<file path="config.mk">
export PLATFORM = sky130hd
export DESIGN_NAME = triangle_setup
export DESIGN_NICKNAME = d
export VERILOG_FILES = /design/src/rtl/triangle_setup.sv
export SDC_FILE = /design/constraint.sdc
export NUM_CORES = 2
export LEC_CHECK = 0
export CORE_UTILIZATION = 30
export CTS_BUF_LIST = sky130_fd_sc_hd__clkbuf_8
export CTS_CLUSTER_DIAMETER = 120
export DETAILED_ROUTE_END_ITERATION = 10
export GPL_TIMING_DRIVEN = 0
export HOLD_SLACK_MARGIN = 0.08
export PLACE_DENSITY_LB_ADDON = 0.15
export RECOVER_POWER = 50
export SLEW_MARGIN = 10
export SYNTH_ARGS = -nofsm -noshare
export SYNTH_HDL_FRONTEND = slang
export SYNTH_SLANG_ARGS = --single-unit
export TNS_END_PERCENT = 100
</file>
<file path="constraint.sdc">
create_clock -name i_clk -period 59.1 [get_ports i_clk]
set_clock_uncertainty 0.05 [all_clocks]
set_input_delay 17.73 -clock i_clk [delete_from_list [all_inputs] [get_ports i_clk]]
set_output_delay 17.73 -clock i_clk [all_outputs]
set_load 0.05 [all_outputs]
</file>
<file path="src/rtl/triangle_setup.sv">
`default_nettype none
// ============================================================================
// triangle_setup
// Triangle setup: edge coefficients, 2x area and clipped bbox on one shared
// multiplier. Define TRI_SETUP_STATS_EN to add accept/discard counters.
// Revision: 1.0
// ============================================================================
module triangle_setup #(
  parameter int SCREEN_W = 640,
  parameter int SCREEN_H = 480
) (
  input  logic               i_clk,
  input  logic               i_rst,
  input  logic               i_tri_valid,
  output logic               o_busy,
  input  logic signed [15:0] i_x0, i_y0, i_x1, i_y1, i_x2, i_y2,
  input  logic        [7:0]  i_z0, i_z1, i_z2,
  input  logic        [31:0] i_u0, i_u1, i_u2, i_v0, i_v1, i_v2,
  output logic               o_setup_valid,
  input  logic               i_raster_ready,
  output logic signed [16:0] o_a0, o_a1, o_a2,
  output logic signed [16:0] o_b0, o_b1, o_b2,
  output logic signed [32:0] o_c0, o_c1, o_c2,
  output logic signed [34:0] o_area2,
  output logic        [15:0] o_xmin, o_xmax, o_ymin, o_ymax,
  output logic        [7:0]  o_z0, o_z1, o_z2,
`ifdef TRI_SETUP_STATS_EN
  output logic        [31:0] o_tri_in_cnt,
  output logic        [31:0] o_tri_offscreen_cnt,
`endif
  output logic        [31:0] o_u0, o_u1, o_u2, o_v0, o_v1, o_v2
);

  localparam logic signed [15:0] c_X_LAST = 16'(SCREEN_W - 1);
  localparam logic signed [15:0] c_Y_LAST = 16'(SCREEN_H - 1);

  typedef enum logic [1:0] {
    S_IDLE = 2'd0,
    S_MUL  = 2'd1,
    S_CLIP = 2'd2,
    S_OUT  = 2'd3
  } state_t;

  state_t r_state;
  state_t w_state_nxt;

  logic        [2:0]  r_k;
  logic signed [15:0] r_x0, r_y0, r_x1, r_y1, r_x2, r_y2;

  logic signed [15:0] w_mul_a, w_mul_b;
  logic signed [31:0] w_prod;
  logic signed [32:0] w_prod_ext;
  logic signed [15:0] w_xmin_raw, w_xmax_raw, w_ymin_raw, w_ymax_raw;
  logic               w_offscreen;
  logic               w_accept;

  function automatic logic signed [15:0] min3(input logic signed [15:0] a,
                                              input logic signed [15:0] b,
                                              input logic signed [15:0] c);
    logic signed [15:0] m;
    m = (a < b) ? a : b;
    return (c < m) ? c : m;
  endfunction

  function automatic logic signed [15:0] max3(input logic signed [15:0] a,
                                              input logic signed [15:0] b,
                                              input logic signed [15:0] c);
    logic signed [15:0] m;
    m = (a > b) ? a : b;
    return (c > m) ? c : m;
  endfunction

  assign w_accept = (r_state == S_IDLE) && i_tri_valid && !o_busy;

  // Product order: even k is the positive term of C[k/2], odd k the negative.
  always_comb begin
    w_mul_a = r_x0;
    w_mul_b = r_y1;
    case (r_k)
      3'd0:    begin w_mul_a = r_x0; w_mul_b = r_y1; end
      3'd1:    begin w_mul_a = r_x1; w_mul_b = r_y0; end
      3'd2:    begin w_mul_a = r_x1; w_mul_b = r_y2; end
      3'd3:    begin w_mul_a = r_x2; w_mul_b = r_y1; end
      3'd4:    begin w_mul_a = r_x2; w_mul_b = r_y0; end
      3'd5:    begin w_mul_a = r_x0; w_mul_b = r_y2; end
      default: begin w_mul_a = r_x0; w_mul_b = r_y1; end
    endcase
  end

  assign w_prod     = w_mul_a * w_mul_b;
  assign w_prod_ext = {w_prod[31], w_prod};

  assign w_xmin_raw = min3(r_x0, r_x1, r_x2);
  assign w_xmax_raw = max3(r_x0, r_x1, r_x2);
  assign w_ymin_raw = min3(r_y0, r_y1, r_y2);
  assign w_ymax_raw = max3(r_y0, r_y1, r_y2);

  assign w_offscreen = w_xmax_raw[15] || (w_xmin_raw > c_X_LAST) ||
                       w_ymax_raw[15] || (w_ymin_raw > c_Y_LAST);

  always_ff @(posedge i_clk or posedge i_rst) begin
    if (i_rst) begin
      r_state <= S_IDLE;
    end else begin
      r_state <= w_state_nxt;
    end
  end

  always_comb begin
    w_state_nxt = r_state;
    case (r_state)
      S_IDLE:  if (w_accept) w_state_nxt = S_MUL;
      S_MUL:   if (r_k == 3'd5) w_state_nxt = S_CLIP;
      S_CLIP:  w_state_nxt = w_offscreen ? S_IDLE : S_OUT;
      S_OUT:   if (i_raster_ready) w_state_nxt = S_IDLE;
      default: w_state_nxt = S_IDLE;
    endcase
  end

  always_ff @(posedge i_clk or posedge i_rst) begin
    if (i_rst) begin
      o_busy        <= 1'b0;
      o_setup_valid <= 1'b0;
    end else begin
      o_busy        <= (w_state_nxt != S_IDLE);
      o_setup_valid <= (w_state_nxt == S_OUT);
    end
  end

  always_ff @(posedge i_clk or posedge i_rst) begin
    if (i_rst) begin
      r_k     <= 3'd0;
      r_x0    <= '0; r_y0 <= '0; r_x1 <= '0;
      r_y1    <= '0; r_x2 <= '0; r_y2 <= '0;
      o_a0    <= '0; o_a1 <= '0; o_a2 <= '0;
      o_b0    <= '0; o_b1 <= '0; o_b2 <= '0;
      o_c0    <= '0; o_c1 <= '0; o_c2 <= '0;
      o_area2 <= '0;
      o_xmin  <= '0; o_xmax <= '0; o_ymin <= '0; o_ymax <= '0;
      o_z0    <= '0; o_z1 <= '0; o_z2 <= '0;
      o_u0    <= '0; o_u1 <= '0; o_u2 <= '0;
      o_v0    <= '0; o_v1 <= '0; o_v2 <= '0;
    end else begin
      case (r_state)
        S_IDLE: begin
          if (w_accept) begin
            r_k  <= 3'd0;
            r_x0 <= i_x0; r_y0 <= i_y0; r_x1 <= i_x1;
            r_y1 <= i_y1; r_x2 <= i_x2; r_y2 <= i_y2;
            o_c0 <= '0; o_c1 <= '0; o_c2 <= '0;
            o_z0 <= i_z0; o_z1 <= i_z1; o_z2 <= i_z2;
            o_u0 <= i_u0; o_u1 <= i_u1; o_u2 <= i_u2;
            o_v0 <= i_v0; o_v1 <= i_v1; o_v2 <= i_v2;
          end
        end
        S_MUL: begin
          r_k <= r_k + 3'd1;
          if (r_k == 3'd0) begin
            o_a0 <= {r_y0[15], r_y0} - {r_y1[15], r_y1};
            o_a1 <= {r_y1[15], r_y1} - {r_y2[15], r_y2};
            o_a2 <= {r_y2[15], r_y2} - {r_y0[15], r_y0};
            o_b0 <= {r_x1[15], r_x1} - {r_x0[15], r_x0};
            o_b1 <= {r_x2[15], r_x2} - {r_x1[15], r_x1};
            o_b2 <= {r_x0[15], r_x0} - {r_x2[15], r_x2};
          end
          case (r_k[2:1])
            2'd0:    o_c0 <= r_k[0] ? (o_c0 - w_prod_ext) : (o_c0 + w_prod_ext);
            2'd1:    o_c1 <= r_k[0] ? (o_c1 - w_prod_ext) : (o_c1 + w_prod_ext);
            2'd2:    o_c2 <= r_k[0] ? (o_c2 - w_prod_ext) : (o_c2 + w_prod_ext);
            default: ;
          endcase
        end
        S_CLIP: begin
          r_k     <= 3'd0;
          o_area2 <= {{2{o_c0[32]}}, o_c0} + {{2{o_c1[32]}}, o_c1} +
                     {{2{o_c2[32]}}, o_c2};
          // Off-screen extremes cannot reach the clamped side, so one clamp each.
          o_xmin  <= w_xmin_raw[15] ? 16'd0 : w_xmin_raw;
          o_ymin  <= w_ymin_raw[15] ? 16'd0 : w_ymin_raw;
          o_xmax  <= (w_xmax_raw > c_X_LAST) ? c_X_LAST : w_xmax_raw;
          o_ymax  <= (w_ymax_raw > c_Y_LAST) ? c_Y_LAST : w_ymax_raw;
        end
        default: ;
      endcase
    end
  end

`ifdef TRI_SETUP_STATS_EN
  always_ff @(posedge i_clk or posedge i_rst) begin
    if (i_rst) begin
      o_tri_in_cnt        <= 32'd0;
      o_tri_offscreen_cnt <= 32'd0;
    end else begin
      if (w_accept) o_tri_in_cnt <= o_tri_in_cnt + 32'd1;
      if ((r_state == S_CLIP) && w_offscreen)
        o_tri_offscreen_cnt <= o_tri_offscreen_cnt + 32'd1;
    end
  end
`else
`endif

endmodule
`default_nettype wire
</file>
==> qor.yml <==
place_congestion: 0.965
ys.warnings.count: 0
routedWlPerCell_um: 24.8
syn_area_sq_um: 48100
finalSetupTns_ns: 0
dieArea_sq_um: 162000
ant_nets: 0
route.met3.wl_um: 18100
cts_tree: "done"
routed_wl_um: 219000
worstReg2RegEnd: "o_c0[28]$_DFFE_PP0P_"
relSlewSlack: -2.86
dpl.hpwl_um: 179000
timing.fmax_ghz: 0.0313
track_usage: 0.268
synth_cells: 5661
ys_types: 106
cts-root-buf: "clkbuf_8"
final-hold-violation-count: 0
dr_wl_met2_um: 104000
grt_pass1_vias: 45751
clock_sinks: 617
finalCritPeriodShare: 0.541
yosys.area.top_type: "dfrtp_1"
slew_viol_final: 599
postCtsHoldBufs: 0
start_util: 0.303
wl_met1_um: 86900
final_cell_mix: "nand2_1, clkdlybuf4s50_1, dfrtp_1, inv_1, o21ai_0"
drt_iter0_markers: 3651
worstSetupEndpoint: "o_area2[2]$_DFFE_PP0N_"
max_stage_delay_ns: 4.20
die_w_um: 402
max_cap_viol_count: 11
post_dp_cell_area_sq_um: 59300
hold_path_class: "reg2reg"
synth.avg_cell_area_sq_um: 8.49
cts-resized-gates: 0
worst_path_most_repeated_cell: "clkbuf_1"
antenna_found_initial: 33
cp.arrival_ns: 31.45
grt.overflow.total: 0
async_reset_ff_frac: 1.00
yosysSeqAreaShare: 0.321
die_h_um: 402
drc_errors: 0
min_period_ns: 31.94
critPathKind: "in2async"
status: "finished, violations left"
insertion_delay_ns: 0.90
tightest_slew_ns: 5.79
path_cells: "dlygate4sd3_1, clkinvlp_2, clkbuf_1, clkbuf_1, clkbuf_1"
core-area_sq_um: 159000
dr.pass1.iters: 7
r2r_cells: 47
port_buffers: 831
synth_top_area_share: 0.321
num_vias: 45224
grt_pass1_wl_um: 316000
grt_max_degree: 102
cts_buffers: 131
worstReg2RegStart: "r_k[0]$_DFFE_PP0P_"
yosys-top-cells-area: "dfrtp_1, fa_1, nand2_1"
ctsHtreeMaxLevel: 4
startpoint: "i_rst"
clkTransAtPathRegs_ns: 0.06
rsz0062_at_grt: "no"
clk_path_buf_depth: 3
drive_gt1_frac: 0.0439
r2r_setup_slack_ns: 44.43
top_layer: "met5"
cp_max_fo: 96
ios: 834
end_kind: "async pin"
cp-start-kind: "input port"
rows: 146
cp.required_ns: 58.61
finalSetupViolCount: 0
synth_edf_count: 0
layout.nets: 7612
syn_to_final_growth_pct: 28.6
cpMaxStageDelayCell: "clkbuf_1"
post_cts_buffers: 0
ys_ff_latch: 617
stdcell_area_sq_um: 61800
ys.flop_type: "dfrtp_1"
viasPerCell: 5.13
fin_util: 0.390
layout_commonest_cell: "nand2_1"
violations: "max-capacitance violations, max-slew violations"
worst max-delay path: cells and delay by family:
| family | cells | cell delay, ns |
|---|---|---|
| buffers and inverters | 5 | 13.41 |
state kept, by name, summed over array words and instances (netlist names), 32 cells and up:
name,count
o_area2,35
o_c0,33
o_c1,33
o_c2,33
o_u0,32
o_u1,32
o_u2,32
o_v0,32
o_v1,32
o_v2,32
synth_stat cells, types with 8 or more instances:
library cell,count
xnor2_1,114
a211oi_1,28
nor4_1,20
clkbuf_1,209
nand4_1,34
a21oi_1,239
o21ai_0,413
nor3_1,64
nand2b_1,43
a22oi_1,30
and2_1,41
or2_2,15
nand2_1,1282
a21o_1,95
nor2_1,399
and3_1,34
a31oi_1,32
a22o_1,13
nor2b_1,51
mux2_2,11
o211ai_1,25
or3_1,26
fa_1,305
o31ai_1,100
o21ai_1,10
dfrtp_1,617
o21bai_1,9
nand3_1,88
ha_1,353
o21a_1,38
a21boi_0,47
mux2i_1,64
inv_1,549
a31o_2,8
xor2_1,74
layer usage:
metal / GRT usage / vias to the layer above
met4: 0.115 / 22
met5: 0 / -
li1: - / 20874
met3: 0.0773 / 353
met1: 0.325 / 22375
met2: 0.442 / 1600
layout make-up:
type	instances	area, sq um
Fill cell	16359	96900
Multi-Input combinational cell	4265	29700
Sequential cell	617	15400
Timing Repair Buffer	843	8390
Tap cell	2072	2590
Clock buffer	163	2240
Inverter	552	2070
Buffer	228	930
Clock inverter	67	479
Antenna cell	14	35.0
per-stage QoR:
| stage | worst slack [ns] | std cells | hold WS (ns) |
|---|---|---|---|
| 6_report | 27.16 | 8821 | 0.420 |
| 5_1_grt | 24.23 | 8815 | 0.439 |
| 4_1_cts | 38.65 | 8807 | 0.427 |
| 3_5_place_dp | 38.09 | 8577 | 0.412 |
| 3_3_place_gp | 14.20 | 8565 | 0.406 |
| 2_1_floorplan | 24.04 | 5662 | 0.510 |
worst min path at each step:
stage                          from              endpoint  slack, ns  cells after the start
3_5_place_dp   o_u0[31]$_DFFE_PP0P_  o_u0[31]$_DFFE_PP0P_       0.41                      2
3_3_place_gp   o_u0[31]$_DFFE_PP0P_  o_u0[31]$_DFFE_PP0P_       0.41                      2
2_1_floorplan    r_k[1]$_DFFE_PP0P_    r_k[1]$_DFFE_PP0P_       0.51                      2
5_1_grt        o_u2[30]$_DFFE_PP0P_  o_u2[30]$_DFFE_PP0P_       0.44                      2
4_1_cts        o_u2[30]$_DFFE_PP0P_  o_u2[30]$_DFFE_PP0P_       0.43                      2
6_report        o_z0[7]$_DFFE_PP0P_   o_z0[7]$_DFFE_PP0P_       0.42                      2
kinds of logic (layout without fill, tap and decap cells):
group	count (synthesis)	after routing	share of synthesized area
simple gates	2146	2146	0.190
compound gates	1185	1185	0.154
buf+inv	780	1853	0.0623
fa+ha+maj	666	666	0.221
flops	617	617	0.321
xor+xnor	190	190	0.0349
mux	76	76	0.0162
other cells	1	16	0.0000780
Power is not shown: default switching activity piles up to over one toggle a cycle in this logic, so the estimate is an artifact.
